**src/rtl/peripheral_ahb3_verilog_pkg.sv**
```systemverilog
// Shared AHB3 encodings and the HTIF slave state type.
// Imported by the HTIF top; address defaults stay module parameters.
package peripheral_ahb3_verilog_pkg;

    localparam logic [1:0] HTRANS_IDLE   = 2'b00;
    localparam logic [1:0] HTRANS_BUSY   = 2'b01;
    localparam logic [1:0] HTRANS_NONSEQ = 2'b10;
    localparam logic [1:0] HTRANS_SEQ    = 2'b11;

    localparam logic HRESP_OKAY  = 1'b0;
    localparam logic HRESP_ERROR = 1'b1;

    // Largest transfer size the slave accepts (32-bit word).
    localparam logic [2:0] HSIZE_WORD = 3'b010;

    typedef enum logic [2:0] {
        ST_IDLE,
        ST_DATA,
        ST_WAIT,
        ST_ERR1,
        ST_ERR2
    } htif_state_t;

    // True for transfer types that start a real bus access.
    function automatic logic is_xfer(input logic [1:0] htrans);
        logic r;
        r = 1'b0;
        unique case (htrans)
            HTRANS_NONSEQ, HTRANS_SEQ: r = 1'b1;
            HTRANS_IDLE, HTRANS_BUSY:  r = 1'b0;
            default:                   r = 1'b0;
        endcase
        return r;
    endfunction

endpackage

```
**src/rtl/pu_riscv_htif_fifo.sv**
```systemverilog
// Byte FIFO for the HTIF UART TX path; head byte is combinational.
// Ports: clk, rst (sync high), push/wdata, pop/rdata, full, empty, count.
module pu_riscv_htif_fifo #(
    parameter int DEPTH = 8,
    parameter int AW    = $clog2(DEPTH)
) (
    input  logic          clk,
    input  logic          rst,
    input  logic          push,
    input  logic [7:0]    wdata,
    input  logic          pop,
    output logic [7:0]    rdata,
    output logic          full,
    output logic          empty,
    output logic [AW:0]   count
);

    logic [7:0]    mem [DEPTH];
    logic [AW-1:0] wr_ptr;
    logic [AW-1:0] rd_ptr;
    logic          do_push;
    logic          do_pop;

    assign full  = (count == (AW+1)'(DEPTH));
    assign empty = (count == '0);
    assign rdata = mem[rd_ptr];

    // A pop frees the slot the same cycle, so a full FIFO can
    // still take a push when it is popped simultaneously.
    assign do_pop  = pop & ~empty;
    assign do_push = push & (~full | do_pop);

    always_ff @(posedge clk) begin
        if (rst) begin
            wr_ptr <= '0;
            rd_ptr <= '0;
            count  <= '0;
        end else begin
            if (do_push) wr_ptr <= wr_ptr + 1'b1;
            if (do_pop)  rd_ptr <= rd_ptr + 1'b1;
            unique case ({do_push, do_pop})
                2'b10:   count <= count + 1'b1;
                2'b01:   count <= count - 1'b1;
                default: count <= count;
            endcase
        end
    end

    always_ff @(posedge clk) begin
        if (do_push) mem[wr_ptr] <= wdata;
    end

endmodule

```
**src/rtl/pu_riscv_ahb3_htif.sv**
```systemverilog
// AHB3 slave exposing a TOHOST exit register and a UART TX byte FIFO.
// Ports: AHB3 slave (HCLK/HRESET ...), tx_data/valid/ready, tohost/_stb.
module pu_riscv_ahb3_htif #(
    parameter int              XLEN       = 32,
    parameter int              PLEN       = 32,
    parameter logic [PLEN-1:0] TOHOST     = 'h80001000,
    parameter logic [PLEN-1:0] UART_TX    = 'h80001080,
    parameter int              FIFO_DEPTH = 8
) (
    input  logic            HCLK,
    input  logic            HRESET,
    input  logic            HSEL,
    input  logic [PLEN-1:0] HADDR,
    input  logic [XLEN-1:0] HWDATA,
    output logic [XLEN-1:0] HRDATA,
    input  logic            HWRITE,
    input  logic [2:0]      HSIZE,
    input  logic [2:0]      HBURST,
    input  logic [3:0]      HPROT,
    input  logic [1:0]      HTRANS,
    input  logic            HMASTLOCK,
    input  logic            HREADY,
    output logic            HREADYOUT,
    output logic            HRESP,
    output logic [7:0]      tx_data,
    output logic            tx_valid,
    input  logic            tx_ready,
    output logic [XLEN-1:0] tohost,
    output logic            tohost_stb
);

    import peripheral_ahb3_verilog_pkg::*;

    localparam int AW = $clog2(FIFO_DEPTH);
    localparam logic [PLEN-1:0] UART_ST = UART_TX + PLEN'(4);

    htif_state_t     state_q;
    htif_state_t     state_d;
    logic [PLEN-1:0] addr_q;
    logic            write_q;
    logic [2:0]      size_q;

    logic            capture;
    logic            legal;
    logic            sel_th;
    logic            sel_tx;
    logic            sel_st;

    logic            rdy;
    logic            resp;
    logic [XLEN-1:0] rdata;
    logic            push;
    logic            pop;
    logic            can_push;
    logic            tohost_we;

    logic            full;
    logic            empty;
    logic [AW:0]     count;
    logic [XLEN-1:0] status;

    logic            unused;
    assign unused = ^{HBURST, HPROT, HMASTLOCK,
                      HADDR[1:0], addr_q[1:0], size_q};

    assign capture = HSEL & HREADY & is_xfer(HTRANS);

    // Decode on the live address phase to pick DATA vs ERR1.
    assign legal = ((HADDR[PLEN-1:2] == TOHOST[PLEN-1:2])
                 |  (HADDR[PLEN-1:2] == UART_TX[PLEN-1:2])
                 |  (HADDR[PLEN-1:2] == UART_ST[PLEN-1:2]))
                 & (HSIZE <= HSIZE_WORD);

    assign sel_th = (addr_q[PLEN-1:2] == TOHOST[PLEN-1:2]);
    assign sel_tx = (addr_q[PLEN-1:2] == UART_TX[PLEN-1:2]);
    assign sel_st = (addr_q[PLEN-1:2] == UART_ST[PLEN-1:2]);

    assign tx_valid = ~empty;
    assign pop      = tx_valid & tx_ready;
    assign can_push = ~full | pop;

    always_comb begin
        status         = '0;
        status[AW+2:2] = count;
        status[1]      = full;
        status[0]      = empty;
    end

    always_ff @(posedge HCLK) begin
        if (HRESET) begin
            state_q <= ST_IDLE;
            addr_q  <= '0;
            write_q <= 1'b0;
            size_q  <= '0;
        end else begin
            state_q <= state_d;
            if (capture) begin
                addr_q  <= HADDR;
                write_q <= HWRITE;
                size_q  <= HSIZE;
            end
        end
    end

    always_comb begin
        state_d   = state_q;
        rdy       = 1'b1;
        resp      = HRESP_OKAY;
        rdata     = '0;
        push      = 1'b0;
        tohost_we = 1'b0;
        unique case (state_q)
            ST_IDLE: ;
            ST_DATA: begin
                if (write_q && sel_tx && !can_push) begin
                    rdy     = 1'b0;
                    state_d = ST_WAIT;
                end else if (write_q) begin
                    push      = sel_tx;
                    tohost_we = sel_th;
                end else if (sel_th) begin
                    rdata = tohost;
                end else if (sel_st) begin
                    rdata = status;
                end
            end
            ST_WAIT: begin
                if (can_push) push = 1'b1;
                else          rdy  = 1'b0;
            end
            ST_ERR1: begin
                rdy     = 1'b0;
                resp    = HRESP_ERROR;
                state_d = ST_ERR2;
            end
            ST_ERR2: resp = HRESP_ERROR;
            default: state_d = ST_IDLE;
        endcase
        // Completing cycle: pipeline straight into the next transfer.
        if (rdy) begin
            if (capture) state_d = legal ? ST_DATA : ST_ERR1;
            else         state_d = ST_IDLE;
        end
    end

    assign HREADYOUT = rdy;
    assign HRESP     = resp;
    assign HRDATA    = rdata;

    always_ff @(posedge HCLK) begin
        if (HRESET) begin
            tohost     <= '0;
            tohost_stb <= 1'b0;
        end else begin
            tohost_stb <= tohost_we;
            if (tohost_we) tohost <= HWDATA;
        end
    end

    pu_riscv_htif_fifo #(
        .DEPTH (FIFO_DEPTH)
    ) u_fifo (
        .clk   (HCLK),
        .rst   (HRESET),
        .push  (push),
        .wdata (HWDATA[7:0]),
        .pop   (pop),
        .rdata (tx_data),
        .full  (full),
        .empty (empty),
        .count (count)
    );

endmodule

```
**config.mk**
```make
export PLATFORM = sky130hd
export DESIGN_NAME = pu_riscv_ahb3_htif
export DESIGN_NICKNAME = d
export VERILOG_FILES = /design/src/rtl/peripheral_ahb3_verilog_pkg.sv /design/src/rtl/pu_riscv_htif_fifo.sv /design/src/rtl/pu_riscv_ahb3_htif.sv
export SDC_FILE = /design/constraint.sdc
export NUM_CORES = 1
export LEC_CHECK = 0
export ABC_AREA = 1
export BUFFER_PORTS_ARGS = -buffer_cell sky130_fd_sc_hd__buf_4
export CAP_MARGIN = 10
export CORE_ASPECT_RATIO = 0.5
export CORE_UTILIZATION = 53
export DETAILED_ROUTE_END_ITERATION = 10
export PLACE_DENSITY_LB_ADDON = 0.15
export SYNTH_ARGS = -nofsm -noshare
export SYNTH_HDL_FRONTEND = slang
export SYNTH_SLANG_ARGS = --single-unit
```
**constraint.sdc**
```tcl
create_clock -name HCLK -period 3.05 [get_ports HCLK]
set_input_delay 0.1525 -clock HCLK [delete_from_list [all_inputs] [get_ports HCLK]]
set_output_delay 0.1525 -clock HCLK [all_outputs]
set_load 0.03 [all_outputs]
```
Yosys cells after proc, flatten, opt, wreduce, memory -nomap -nowiden
Memory sizes are Yosys's and may differ from the RTL's. A register that Yosys moved wholly into a read port is not among the register bits.
Index checks and enable logic that the tools add are counted.
{"block": "word_totals", "register_bits": 79, "inputBits": 83, "ramBits": 64, "word_cells": 82, "n_memories": 1, "output_inout_bits": 76}
{"memory": "u_fifo.mem", "words": 8, "word_bits": 8, "read_ports": 1, "rd_clocked_by_memory_dff": 1, "wr": 1, "line": "pu_riscv_htif_fifo.sv:18", "rtl": "logic [7:0] mem [DEPTH];"}
{"block": "op_classes", "n_lt_le_gt_ge": 1, "n_mux": 26, "eq_ne": 18, "n_reduce_logical": 12, "n_bitwise": 12, "n_addsub": 4}
{"op": "equality test 30 bit (second input constant)", "count": 6}
{"op": "2-to-1 mux 32 bit", "count": 4}
{"op": "2-to-1 mux 3 bit", "count": 4}
{"op": "2-to-1 mux 1 bit", "count": 10}
{"op": "case mux 3 bit (3 select lines)", "count": 1}
{"op": "case mux 4 bit (2 select lines)", "count": 1}
{"op": "adder 3 x 1 -> 3 bit (second input constant)", "count": 2}
{"op": "AND 1 bit", "count": 6}
{"op": "equality test 2 bit (second input constant)", "count": 3}
{"op": "equality test 3 x 2 -> 1 bit (second input constant)", "count": 2}
{"op": "2-to-1 mux 6 bit", "count": 1}
{"op": "OR reduction 2 bit", "count": 3}
{"op": "adder 4 x 1 -> 4 bit (second input constant)", "count": 1}
{"op": "equality test 2 x 1 -> 1 bit (second input constant)", "count": 2}
{"op": "equality test 4 bit (second input constant)", "count": 1}
{"op": "zero test 4 bit", "count": 1}
{"op": "2-to-1 mux 2 bit", "count": 2}
{"op": "bitwise OR 1 bit", "count": 4}
{"op": "case mux 1 bit (2 select lines)", "count": 2}
{"op": "subtractor 4 x 1 -> 4 bit (second input constant)", "count": 1}
{"op": "equality test 3 x 1 -> 1 bit (second input constant)", "count": 1}
{"op": "equality test 3 bit (second input constant)", "count": 1}
{"op": "less-or-equal comparator 3 x 2 -> 1 bit (second input constant)", "count": 1}
{"op": "zero test 3 bit", "count": 1}
{"op": "other kinds (10)", "count": 12}

Depth between registers and ports, before layout
{"block": "depth", "ltp_word": 11, "depth_mapped": 15, "depth_no_buf": 15}

By module
From an unflattened synthesis, not the netlist that was laid out.
{"block": "unflattened", "cells_unflattened": 697, "area_unflattened_um2": 6471.2}
{"module": "pu_riscv_ahb3_htif", "n_inst": 1, "area_per_inst_um2": 3266.9, "cells_each": 437}
{"module": "pu_riscv_htif_fifo", "n_inst": 1, "area_per_inst_um2": 3204.3, "cells_each": 260}

Worst setup path after synthesis
OpenSTA, ideal clock, no wires.
{"block": "synth_timing", "path_kind": "register to register", "startpoint": "register u_fifo.count[1]", "endpoint": "register u_fifo.count[2]", "stages_incl_launch_ff": 12, "required_ns": 2.935, "path_slack_ns": 0.889, "arrival_ns": 2.046, "n_path_buf": 0, "cell_sequence": "dfxtp_1 -> nor2_1 -> nand3_1 -> inv_1 -> nor2_2 -> ha_1 -> xor2_1 -> ha_1 -> a21oi_1 -> xnor2_1 -> o21ai_0 -> inv_1"}
{"block": "synth_between", "elab_cells_between_ends": 20, "cone_classes": "add/sub (2); eq/ne (3); mux (4); bitwise (7); reduce/logical (4)"}
{"item": "from (decl)", "line": "pu_riscv_htif_fifo.sv:15", "rtl": "output logic [AW:0] count"}
{"item": "from (signal assigned)", "line": "pu_riscv_htif_fifo.sv:42", "rtl": "2'b10: count <= count + 1'b1;"}
{"item": "from (signal assigned)", "line": "pu_riscv_htif_fifo.sv:43", "rtl": "2'b01: count <= count - 1'b1;"}
{"item": "from (signal assigned)", "line": "pu_riscv_htif_fifo.sv:44", "rtl": "default: count <= count;"}
{"item": "zero test 4 bit (*)", "line": "pu_riscv_htif_fifo.sv:25", "rtl": "assign empty = (count == '0);"}
{"item": "NOT 1 bit (*)", "line": "pu_riscv_ahb3_htif.sv:78", "rtl": "assign tx_valid = ~empty;"}
{"item": "net tx_valid", "line": "pu_riscv_ahb3_htif.sv:26", "rtl": "output logic tx_valid,"}
{"item": "AND 1 bit", "line": "pu_riscv_ahb3_htif.sv:79", "rtl": "assign pop = tx_valid & tx_ready;"}
{"item": "AND 1 bit (*)", "line": "pu_riscv_htif_fifo.sv:30", "rtl": "assign do_pop = pop & ~empty;"}
{"item": "net u_fifo.do_pop", "line": "pu_riscv_htif_fifo.sv:22", "rtl": "logic do_pop;"}
{"item": "bitwise OR 1 bit", "line": "pu_riscv_htif_fifo.sv:31", "rtl": "assign do_push = push & (~full | do_pop);"}
{"item": "AND 1 bit", "line": "pu_riscv_htif_fifo.sv:31"}
{"item": "equality test 2 x 1 -> 1 bit or equality test 2 bit (tied branches)", "line": "pu_riscv_htif_fifo.sv:41", "rtl": "unique case ({do_push, do_pop})"}
{"item": "case mux 4 bit (2 select lines) or nonzero test 2 bit (tied branches)"}
Mark *: on every way through the listed nets, which the timed path passes. The rest lies on a longest branch.
A chain may end at the register's enable or synchronous reset.

Worst setup path after layout
{"block": "layout_timing", "startpoint": "register state_q[0]", "endpoint": "output HRDATA[5]"}
{"block": "layout_between", "elab_chain_cells": 2}
{"item": "from (decl)", "line": "pu_riscv_ahb3_htif.sv:37", "rtl": "htif_state_t state_q;"}
{"item": "from (signal assigned)", "line": "pu_riscv_ahb3_htif.sv:96", "rtl": "state_q <= state_d;"}
{"item": "equality test 3 x 1 -> 1 bit", "line": "pu_riscv_ahb3_htif.sv:112", "rtl": "unique case (state_q)"}
{"item": "2-to-1 mux 32 bit", "line": "pu_riscv_ahb3_htif.sv:112"}
{"item": "to (decl)", "line": "pu_riscv_ahb3_htif.sv:15", "rtl": "output logic [XLEN-1:0] HRDATA,"}
Every way passes these cells.

==> load_flow_metrics.sql <==
INSERT INTO impl_metrics (metric_group, metric, value, unit) VALUES
('sta', 'final_min_period_over_clock_period', '80.2', '%'),
('worst_setup_path', 'crit_chain', 'inv_2, nor3_4, buf_4, inv_2, nor2_8, o21ai_1, nor2_1, buf_4', ''),
('cells_and_area', 'insertedDiodeCount', '0', ''),
('status', 'result_of_the_run', 'complete, no violations', ''),
('power', 'p_sw_share', '31.0', '%'),
('cells_and_area', 'fill_cells', '858', ''),
('clock_network', 'cts_root_buffer', 'sky130_fd_sc_hd__clkbuf_16', ''),
('route', 'detail_route.first_pass.iterations', '7', ''),
('logic_synthesis', 'dominant_cell_type_by_area_after_synthesis', 'sky130_fd_sc_hd__edfxtp_1', ''),
('route', 'drt.antenna.violating_nets', '0', ''),
('logic_synthesis', 'number_of_distinct_library_cell_variants_in_the_gate_level_netlist_after_synthesis', '36', ''),
('logic_synthesis', 'synth_sequential_area_ratio', '56.2', '%'),
('clock_network', 'total_clock_buffers_created_by_cts', '17', ''),
('logic_synthesis', 'post_synth_main_area_contributors', 'sky130_fd_sc_hd__edfxtp_1 (31%), sky130_fd_sc_hd__dfxtp_1 (26%), sky130_fd_sc_hd__nor2_1 (6.9%)', ''),
('power', 'areal_power_density_over_the_cells', '671', 'mW/mm^2'),
('grt', 'grt_pass1_wl', '24600', 'um'),
('placement', 'place_hpwl', '10100', 'um'),
('cells_and_area', 'layout.nets', '953', ''),
('hold_path', 'worst_hold_path_type', 'in2reg', ''),
('clock_network', 'number_of_buffers_on_the_longest_clock_path', '2', ''),
('worst_setup_path', 'crit_required', '2.90', 'ns'),
('cells_and_area', 'layout.cells.most_common_list', 'sky130_fd_sc_hd__buf_4 (162), sky130_fd_sc_hd__nor2_1 (115), sky130_fd_sc_hd__nand2_1 (100), sky130_fd_sc_hd__a21oi_1 (80), sky130_fd_sc_hd__dfxtp_1 (80)', ''),
('die', 'starting_density', '55.8', '%'),
('logic_synthesis', 'postSynthNetCount', '804', ''),
('clock_network', 'clkLatencyLatePin', '0.42', 'ns'),
('worst_setup_path', 'timing.critical_path.slowest_cell_delay', '0.40', 'ns'),
('worst_setup_path', 'worst_path_dominant_cell_family', 'buffers and inverters', ''),
('sta', 'fin_skew', '0.00722', 'ns'),
('logic_synthesis', 'synth_warnings', '0', ''),
('sta', 'grt_setup_unrepaired', 'false', ''),
('worst_setup_path', 'timing.critical_path.fanout_max', '35', ''),
('die', 'core_area', '0.0112', 'sq mm'),
('power', 'internal-power', '3780', 'uW'),
('logic_synthesis', 'synth.cell_area', '0.00627', 'sq mm'),
('worst_setup_path', 'path_buf_inv', '4', ''),
('sta', 'fin_ws', '0.602', 'ns'),
('sta', 'period_needed', '2.45', 'ns'),
('cells_and_area', 'area.sequential', '0.00352', 'sq mm'),
('grt', 'grt_antenna_before_repair', '0', ''),
('power', 'seq_power_share', '39.2', '%'),
('job', 'max-cap-violations', '0', ''),
('placement', 'placedCellCount', '997', ''),
('route', 'via_count', '5503', ''),
('cells_and_area', 'multi_input_area', '0.00231', 'sq mm'),
('sta', 'setup_viol_count_final', '0', ''),
('die', 'die_wd', '156', 'um'),
('power', 'part_of_the_total_power_dissipated_in_the_clock_network', '38.7', '%'),
('sta', 'maxSlewViolCount', '0', ''),
('placement', 'io_buffer_count', '147', ''),
('logic_synthesis', 'post_synth.cell_area_avg', '8.76', 'sq um'),
('clock_network', 'htree_num_levels', '4', ''),
('clock_network', 'post-cts-setup-buffers', '0', ''),
('power', 'p_leak', '0.00311', 'uW'),
('logic_synthesis', 'synthesis.instances', '716', ''),
('sta', 'fmaxAchievable', '409', 'MHz'),
('grt', 'grt_pass1_vias', '5142', ''),
('logic_synthesis', 'yosys_register_bits', '144', ''),
('sta', 'worst_slew_pin_slew', '0.992', 'ns'),
('power', 'proportion_of_power_drawn_by_combinational_gates', '22.1', '%'),
('route', 'drt_iter0_drc', '376', ''),
('route', 'post-route-drc-count', '0', ''),
('worst_setup_path', 'worst_setup_path_end_kind', 'primary output', ''),
('clock_network', 'cts-resized-gates', '0', ''),
('worst_setup_path', 'critical_path.slowest_cell', 'sky130_fd_sc_hd__buf_4', ''),
('clock_network', 'clock-sinks', '144', ''),
('die', 'row_count', '27', ''),
('worst_setup_path', 'cp_data_arrival_time', '2.30', 'ns'),
('cells_and_area', 'signed_area_change_from_the_synthesized_netlist_to_the_final_layout', '30.0', '%'),
('grt', 'pin_count_of_the_biggest_net_entering_global_routing', '60', ''),
('route', 'via_per_inst', '5.31', ''),
('cells_and_area', 'drive_gt1_share', '24.5', '%');
cells in the mapped netlist:
master and n:
sky130_fd_sc_hd__nor3b_1 1, sky130_fd_sc_hd__dfxtp_1 80, sky130_fd_sc_hd__nand3_4 1, sky130_fd_sc_hd__nand4_1 38
sky130_fd_sc_hd__nand3_1 19, sky130_fd_sc_hd__clkbuf_1 23, sky130_fd_sc_hd__nor2_4 2, sky130_fd_sc_hd__o21ai_1 2
sky130_fd_sc_hd__or2_2 2, sky130_fd_sc_hd__nor4b_1 2, sky130_fd_sc_hd__nor3_1 3, sky130_fd_sc_hd__a21oi_2 1
sky130_fd_sc_hd__nor3_4 1, sky130_fd_sc_hd__nor2_8 1, sky130_fd_sc_hd__nor2_2 2, sky130_fd_sc_hd__inv_1 52
sky130_fd_sc_hd__nor2_1 115, sky130_fd_sc_hd__xnor2_1 1, sky130_fd_sc_hd__and2_1 1, sky130_fd_sc_hd__nand2_1 100
sky130_fd_sc_hd__ha_1 5, sky130_fd_sc_hd__a31oi_1 8, sky130_fd_sc_hd__o21ai_0 70, sky130_fd_sc_hd__nand2_2 2
sky130_fd_sc_hd__edfxtp_1 64, sky130_fd_sc_hd__inv_2 7, sky130_fd_sc_hd__a21oi_1 80, sky130_fd_sc_hd__buf_6 8
sky130_fd_sc_hd__a211o_1 1, sky130_fd_sc_hd__nor3_2 1, sky130_fd_sc_hd__nand3b_1 1, sky130_fd_sc_hd__o22ai_1 8
sky130_fd_sc_hd__buf_4 2, sky130_fd_sc_hd__xor2_1 2, sky130_fd_sc_hd__buf_2 7, sky130_fd_sc_hd__nor4_1 3
flip-flops by register name, indices dropped and copies added, names as in the netlist, named ones only:
register,count
u_fifo.rd_ptr,3
addr_q,30
write_q,1
u_fifo.wr_ptr,3
state_q,3
u_fifo.mem,64
tohost_stb,1
tohost,32
u_fifo.count,4
area by class of cell:
cell class	instances	area share [%]
sequential	144	43.2
multi-input combinational	473	28.3
clock buffer	18	5.38
tap	159	2.44
inverter	59	2.71
clock inverter	14	2.12
timing repair buffer	170	15.9
final timing paths:
kind | from | slack, ns | depth (start not counted) | end
max | state_q[0] | 0.60 | 8 | HRDATA[5]
min | HWDATA[21] | 0.02 | 3 | tohost[21]
max reg2reg | u_fifo.count[1] | 0.64 | 14 | u_fifo.count[3]
min reg2reg | addr_q[26] | 0.44 | 2 | addr_q[26]
worst reg2reg max path: stages (launching register included):
cell                      delay (ns)
sky130_fd_sc_hd__dfxtp_1        0.38
sky130_fd_sc_hd__nor2_1         0.18
sky130_fd_sc_hd__nand4_1        0.19
sky130_fd_sc_hd__nand2_1        0.10
sky130_fd_sc_hd__inv_1          0.04
sky130_fd_sc_hd__nand3_1        0.09
sky130_fd_sc_hd__nand2_2        0.12
sky130_fd_sc_hd__inv_2          0.11
sky130_fd_sc_hd__ha_1           0.23
sky130_fd_sc_hd__xor2_1         0.29
sky130_fd_sc_hd__nand3_1        0.13
sky130_fd_sc_hd__a21oi_1        0.16
sky130_fd_sc_hd__nand2_1        0.08
sky130_fd_sc_hd__o21ai_0        0.15
sky130_fd_sc_hd__a21oi_1        0.06
cell families after synthesis:
| family | count (synthesis) | synth area share [%] |
|---|---|---|
| buf+inv | 99 | 7.14 |
| fa+ha+maj | 5 | 0.997 |
| compound gates | 170 | 14.0 |
| xor+xnor | 3 | 0.419 |
| flops | 144 | 56.2 |
| simple gates | 295 | 21.3 |
power by group through the flow:
stage / combinational (uW) / sequential (uW) / clock, uW
3_5_place_dp: 1190 / 2190 / 0
4_1_cts: 1210 / 2140 / 2150
3_3_place_gp: 1170 / 2180 / 0
6_report: 1210 / 2150 / 2120
2_1_floorplan: 796 / 2180 / 0
5_1_grt: 1340 / 2150 / 2230
routing by layer:
| layer | global-route usage [%] | wire (um) |
|---|---|---|
| met5 | 0 | 0 |
| met4 | 11.0 | 315 |
| met3 | 6.22 | 994 |
| met2 | 44.6 | 7530 |
| met1 | 32.1 | 6700 |
per-stage QoR:
step | power (uW) | cell area (sq um) | utilization (%) | hold slack (ns)
2_1_floorplan | 2980 | 6270 | - | 0.251
6_report | 5470 | 8160 | 72.5 | 0.0233
3_3_place_gp | 3350 | 7470 | 66.4 | 0.408
4_1_cts | 5500 | 8160 | 72.5 | 0.00946
3_5_place_dp | 3380 | 7470 | 66.4 | 0.414
5_1_grt | 5720 | 8160 | 72.5 | 0.0161
what timing repair did:
item	CTS	global route
hold buffers	8	0
endpoints found under the setup margin	0	0
endpoints found under the hold margin	57	0
Power figures use the tool's default switching activity.
